`src/rtl/adc_capture_ctrl.sv`:
```
// Capture sequencer for the AD9228 channel readers.
// Arms on command, waits for a software or external trigger, applies a
// post-trigger delay, then asserts the masked FIFO write enables for
// exactly num_samples sample-clock cycles. Runs in the ADC sample clock domain.
module adc_capture_ctrl #(
  parameter int unsigned NUM_CH      = 4,
  parameter int unsigned CNT_W       = 16,
  parameter int unsigned SYNC_STAGES = 2
) (
  input  logic              clk,
  input  logic              rst,
  input  logic              arm,
  input  logic              abort,
  input  logic              sw_trig,
  input  logic              ext_trig,
  input  logic              ext_trig_en,
  input  logic [NUM_CH-1:0] ch_mask,
  input  logic [CNT_W-1:0]  num_samples,
  input  logic [CNT_W-1:0]  trig_delay,
  input  logic [NUM_CH-1:0] fifo_full,
  output logic [NUM_CH-1:0] fifo_wr_en,
  output logic              armed,
  output logic              busy,
  output logic              done,
  output logic              overflow,
  output logic [CNT_W-1:0]  sample_cnt
);

  typedef enum logic [2:0] {
    S_IDLE    = 3'd0,
    S_ARMED   = 3'd1,
    S_DELAY   = 3'd2,
    S_CAPTURE = 3'd3,
    S_DONE    = 3'd4
  } state_t;

  state_t r_state;
  state_t w_state_nxt;

  // External trigger conditioning
  logic [SYNC_STAGES-1:0] r_sync;
  logic                   r_ext_last;
  logic                   r_ext_evt;

  // Latched configuration
  logic [NUM_CH-1:0] r_mask_q;
  logic [CNT_W-1:0]  r_num_q;
  logic [CNT_W-1:0]  r_dly_q;

  // Counters and status
  logic [CNT_W-1:0]  r_dly_cnt;
  logic [CNT_W-1:0]  r_sample_cnt;
  logic              r_done;
  logic              r_overflow;
  logic              r_armed;
  logic              r_busy;

  // Control strobes from the next-state logic
  logic              w_trig;
  logic              w_latch_cfg;
  logic              w_zero_len;
  logic              w_load_dly;
  logic              w_cap_cyc;
  logic              w_finish;
  logic              w_ovf_hit;
  logic [CNT_W-1:0]  w_cnt_inc;

  assign w_trig     = sw_trig | (ext_trig_en & r_ext_evt);
  assign w_zero_len = (num_samples == '0);
  assign w_cnt_inc  = r_sample_cnt + CNT_W'(1);
  assign w_ovf_hit  = w_cap_cyc & (|(r_mask_q & fifo_full));

  // Synchronise ext_trig and produce a registered one-cycle rising-edge pulse
  always_ff @(posedge clk or posedge rst) begin
    if (rst) begin
      r_sync     <= '0;
      r_ext_last <= 1'b0;
      r_ext_evt  <= 1'b0;
    end else begin
      r_sync     <= SYNC_STAGES'({r_sync, ext_trig});
      r_ext_last <= r_sync[SYNC_STAGES-1];
      r_ext_evt  <= r_sync[SYNC_STAGES-1] & ~r_ext_last;
    end
  end

  // State register
  always_ff @(posedge clk or posedge rst) begin
    if (rst) begin
      r_state <= S_IDLE;
    end else begin
      r_state <= w_state_nxt;
    end
  end

  // Next-state and control strobes; abort overrides everything
  always_comb begin
    w_state_nxt = r_state;
    w_latch_cfg = 1'b0;
    w_load_dly  = 1'b0;
    w_cap_cyc   = 1'b0;
    w_finish    = 1'b0;
    case (r_state)
      S_IDLE, S_DONE: begin
        if (arm) begin
          w_latch_cfg = 1'b1;
          w_state_nxt = w_zero_len ? S_DONE : S_ARMED;
        end
      end
      S_ARMED: begin
        if (w_trig) begin
          w_load_dly  = 1'b1;
          w_state_nxt = (r_dly_q == '0) ? S_CAPTURE : S_DELAY;
        end
      end
      S_DELAY: begin
        if (r_dly_cnt == '0) begin
          w_state_nxt = S_CAPTURE;
        end
      end
      S_CAPTURE: begin
        w_cap_cyc = 1'b1;
        if (w_cnt_inc == r_num_q) begin
          w_finish    = 1'b1;
          w_state_nxt = S_DONE;
        end
      end
      default: begin
        w_state_nxt = S_IDLE;
      end
    endcase
    if (abort) begin
      w_state_nxt = S_IDLE;
      w_latch_cfg = 1'b0;
      w_load_dly  = 1'b0;
      w_finish    = 1'b0;
    end
  end

  // Configuration latch on an accepted arm
  always_ff @(posedge clk or posedge rst) begin
    if (rst) begin
      r_mask_q <= '0;
      r_num_q  <= '0;
      r_dly_q  <= '0;
    end else if (w_latch_cfg) begin
      r_mask_q <= ch_mask;
      r_num_q  <= num_samples;
      r_dly_q  <= trig_delay;
    end
  end

  // Post-trigger delay counter: loaded with delay-1, counts down in DELAY
  always_ff @(posedge clk or posedge rst) begin
    if (rst) begin
      r_dly_cnt <= '0;
    end else if (w_load_dly) begin
      r_dly_cnt <= r_dly_q - CNT_W'(1);
    end else if (r_state == S_DELAY) begin
      r_dly_cnt <= r_dly_cnt - CNT_W'(1);
    end
  end

  // Sample counter and sticky done/overflow status
  always_ff @(posedge clk or posedge rst) begin
    if (rst) begin
      r_sample_cnt <= '0;
      r_done       <= 1'b0;
      r_overflow   <= 1'b0;
    end else if (w_latch_cfg) begin
      r_sample_cnt <= '0;
      r_done       <= w_zero_len;
      r_overflow   <= 1'b0;
    end else begin
      if (w_cap_cyc) begin
        r_sample_cnt <= w_cnt_inc;
      end
      if (w_ovf_hit) begin
        r_overflow <= 1'b1;
      end
      if (w_finish) begin
        r_done <= 1'b1;
      end
    end
  end

  // Registered state-decode flags, aligned with the state register
  always_ff @(posedge clk or posedge rst) begin
    if (rst) begin
      r_armed <= 1'b0;
      r_busy  <= 1'b0;
    end else begin
      r_armed <= (w_state_nxt == S_ARMED);
      r_busy  <= (w_state_nxt == S_ARMED) || (w_state_nxt == S_DELAY) ||
                 (w_state_nxt == S_CAPTURE);
    end
  end

  // Write enables follow fifo_full combinationally so a full channel is skipped
  always_comb begin
    fifo_wr_en = '0;
    if (r_state == S_CAPTURE) begin
      fifo_wr_en = r_mask_q & ~fifo_full;
    end
  end

  assign armed      = r_armed;
  assign busy       = r_busy;
  assign done       = r_done;
  assign overflow   = r_overflow;
  assign sample_cnt = r_sample_cnt;

endmodule

```
`config.mk`:
```
export PLATFORM = sky130hd
export DESIGN_NAME = adc_capture_ctrl
export DESIGN_NICKNAME = d
export VERILOG_FILES = /design/src/rtl/adc_capture_ctrl.sv
export SDC_FILE = /design/constraint.sdc
export NUM_CORES = 1
export LEC_CHECK = 0
export BUFFER_PORTS_ARGS = -buffer_cell sky130_fd_sc_hd__buf_2
export CORE_MARGIN = 2
export CORE_UTILIZATION = 25
export CTS_CLUSTER_DIAMETER = 50
export CTS_CLUSTER_SIZE = 16
export DETAILED_ROUTE_END_ITERATION = 8
export SYNTH_ARGS = -nofsm -noshare
export SYNTH_HDL_FRONTEND = slang
export SYNTH_SLANG_ARGS = --single-unit
```
`constraint.sdc`:
```
create_clock -name clk -period 3.4 [get_ports clk]
set_input_delay 0.34 -clock clk [delete_from_list [all_inputs] [get_ports clk]]
set_output_delay 0.34 -clock clk [all_outputs]
set_load 0.05 [all_outputs]
```
==> flow_summary.ini <==
[synthesis]
synthesis.area_sq_mm = 0.00442
yosysWarnings = 0
synthTopCellsByArea = dfrtp_1, mux2_2, xor2_1
yosysTopAreaCellShare_pct = 44.7
syn_avg_cell_area_sq_um = 10.2
synth_cell_types = 48
syn-num-nets = 483
ys.flop_type = dfrtp_1
synth_largest_area_cell = dfrtp_1
ys_ff_latch = 79
synth_edf_count = 0
synthArstFlopShare_pct = 100
postSynthCellCount = 434
yosysSeqAreaShare_pct = 44.7

[floorplanning]
die_width_um = 137
start_util_pct = 25.5
fp.dieH_um = 137
core_sq_mm = 0.0173
top_level_ports = 71
num_rows = 48
die_area_sq_mm = 0.0188

[sta]
rsz0062_at_grt = no
hold_ws_ps = 114
fin_tns_setup_ps = 0
hold_viol = 0
skew_ps = 7.73
fin_ws_ps = 573
drv_slew = 0
setup_violations = 0
period_needed_ps = 2830
tightest_slew_ps = 1050
max_freq_mhz = 354
fin_crit_sh_pct = 83.2
slew_headroom_pct = 29.9

[global_routing]
grt_pass1_vias = 3504
grt_max_degree = 61
antenna_found_initial = 0
overflow = 0
grt_pass1_wl_um = 18000
track_usage_pct = 12.3

[job]
drv_cap = 0

[clocking]
clk_pin_slew_ps = 60
clkLatencyLatePin_ps = 340
holdBufCountCts = 0
numCtsBuffers = 9
cts_resized = 0
cts_max_path_buffers = 2
cts_tree = done
h-tree-depth = 3
cts_sinks = 79
clockRootBuffer = clkbuf_16
post_cts_buffers = 0

[power_and_ir_drop]
peakVddDrop_mv = 0.233
finalPower_mw = 3.34
p_per_area_mw_per_mm2 = 627
p_leak_nw = 2.14

[detailed_routing]
route.met3.wl_um = 390
routed_wl_um = 11300
first_pass_iters = 4
drc = 0
top_layer_used = met4
wl_met1_um = 5200
viasPerCell = 4.91
wire_per_inst_um = 15.5
drt-initial-drc-count = 260
detail-route-antenna-nets = 0
via_count = 3573
met2_wirelength_um = 5480

[finish]
fin_cells = 728
post-route-util_pct = 30.8
finalNetCount = 547
syn2layout_area_growth_pct = 20.7
drive_above_1_share_pct = 27.0
most-common-layout-cells = dfrtp_1, buf_2, mux2_2
final_area_sq_mm = 0.00533
final_common_cell = dfrtp_1
antenna_cells = 0
fillers = 1806

[worst_setup_path]
end_kind = flop
critPathMaxFanout = 32
setup.worst_path.start_class = flop
worstSetupPathType = reg -> reg
arrival_ps = 3080
required_ps = 3650

[placement]
post-place-ws_ps = 544
placed_cells = 712
dp_hpwl_um = 8290
place_area_sq_mm = 0.00499
gp_congestion = 0.888
io_buffers = 70

[status]
status = complete, no violations

[hold_path]
hold_class = in -> reg
## logic make-up after synthesis
logic type / after synthesis / share of synthesized area [%]
buffers and inverters: 27 / 2.60
muxes: 61 / 14.9
AOI/OAI and AO/OA: 76 / 11.0
xor gates and xnor gates: 46 / 9.12
adders and majority gates: 2 / 0.566
DFF: 79 / 44.7
and+or+nand+nor: 143 / 17.0
## cells in the mapped netlist (2+ instances only)
| library cell | n |
|---|---|
| and4_1 | 3 |
| nor2_1 | 26 |
| o21ai_0 | 27 |
| clkbuf_1 | 16 |
| a31oi_1 | 6 |
| or4_1 | 4 |
| o31ai_1 | 8 |
| nand4b_1 | 2 |
| mux2_2 | 40 |
| xor2_1 | 29 |
| dfrtp_1 | 79 |
| nor4_1 | 10 |
| nand3_1 | 16 |
| o22ai_1 | 3 |
| a21oi_1 | 10 |
| o211ai_1 | 2 |
| nor3b_1 | 6 |
| o41ai_1 | 3 |
| inv_1 | 5 |
| and3_1 | 5 |
| nor2b_1 | 4 |
| mux2i_1 | 21 |
| nand4_1 | 9 |
| ha_1 | 2 |
| xnor2_1 | 17 |
| a31o_2 | 2 |
| and2_1 | 3 |
| a22oi_1 | 4 |
| nand2_1 | 33 |
| or3_1 | 4 |
| buf_2 | 4 |
| nor3_1 | 13 |
| nand3b_1 | 3 |
## layout make-up
class / count / area [sq um] / share of cell area [%]
Clock buffer: 10 / 229 / 4.29
Clock inverter: 6 / 109 / 2.04
Inverter: 5 / 20.0 / 0.375
Multi-Input combinational cell: 328 / 2330 / 43.7
Sequential cell: 79 / 1980 / 37.1
Tap cell: 225 / 282 / 5.28
Timing Repair Buffer: 75 / 388 / 7.27
## layer usage
layer / up-vias / GRT usage (%)
li1: 1724 / -
met1: 1758 / 16.1
met2: 79 / 20.5
met3: 12 / 1.56
met4: 0 / 5.15
met5: - / 0
## where the power goes
part | switching, mW | internal, mW
logic | 0.417 | 0.393
registers | 0.259 | 1.17
clock network | 0.391 | 0.716
total | 1.07 | 2.27
## path summary, 6_finish.rpt
kind	start	to	slack, ps	cells after the start
setup reg to reg	r_state[1]$_DFF_PP0_	r_dly_cnt[12]$_DFFE_PP0P_	570	7
hold / removal	ext_trig	r_sync[0]$_DFF_PP0_	110	1
setup / recovery	r_state[1]$_DFF_PP0_	r_dly_cnt[12]$_DFFE_PP0P_	570	7
min in group asynchronous	rst	r_sync[1]$_DFF_PP0_	230	2
max in group asynchronous	rst	r_num_q[6]$_DFFE_PP0P_	2340	3
hold reg to reg	r_sync[0]$_DFF_PP0_	r_sync[1]$_DFF_PP0_	370	0
## registers in the layout, indices dropped and copies added, names as in the netlist
signal,cells
r_sync,2
r_ext_last,1
done,1
r_state,3
r_num_q,16
overflow,1
busy,1
r_mask_q,4
r_ext_evt,1
r_dly_q,16
r_dly_cnt,16
armed,1
sample_cnt,16
## critical path, stage by stage (launching register included)
cell	delay, ps
dfrtp_1	430
or3b_1	470
nor3_4	250
buf_4	430
mux2i_1	590
nand4b_1	220
xor2_1	180
mux2i_1	150
(Power assumes the default switching activity.)
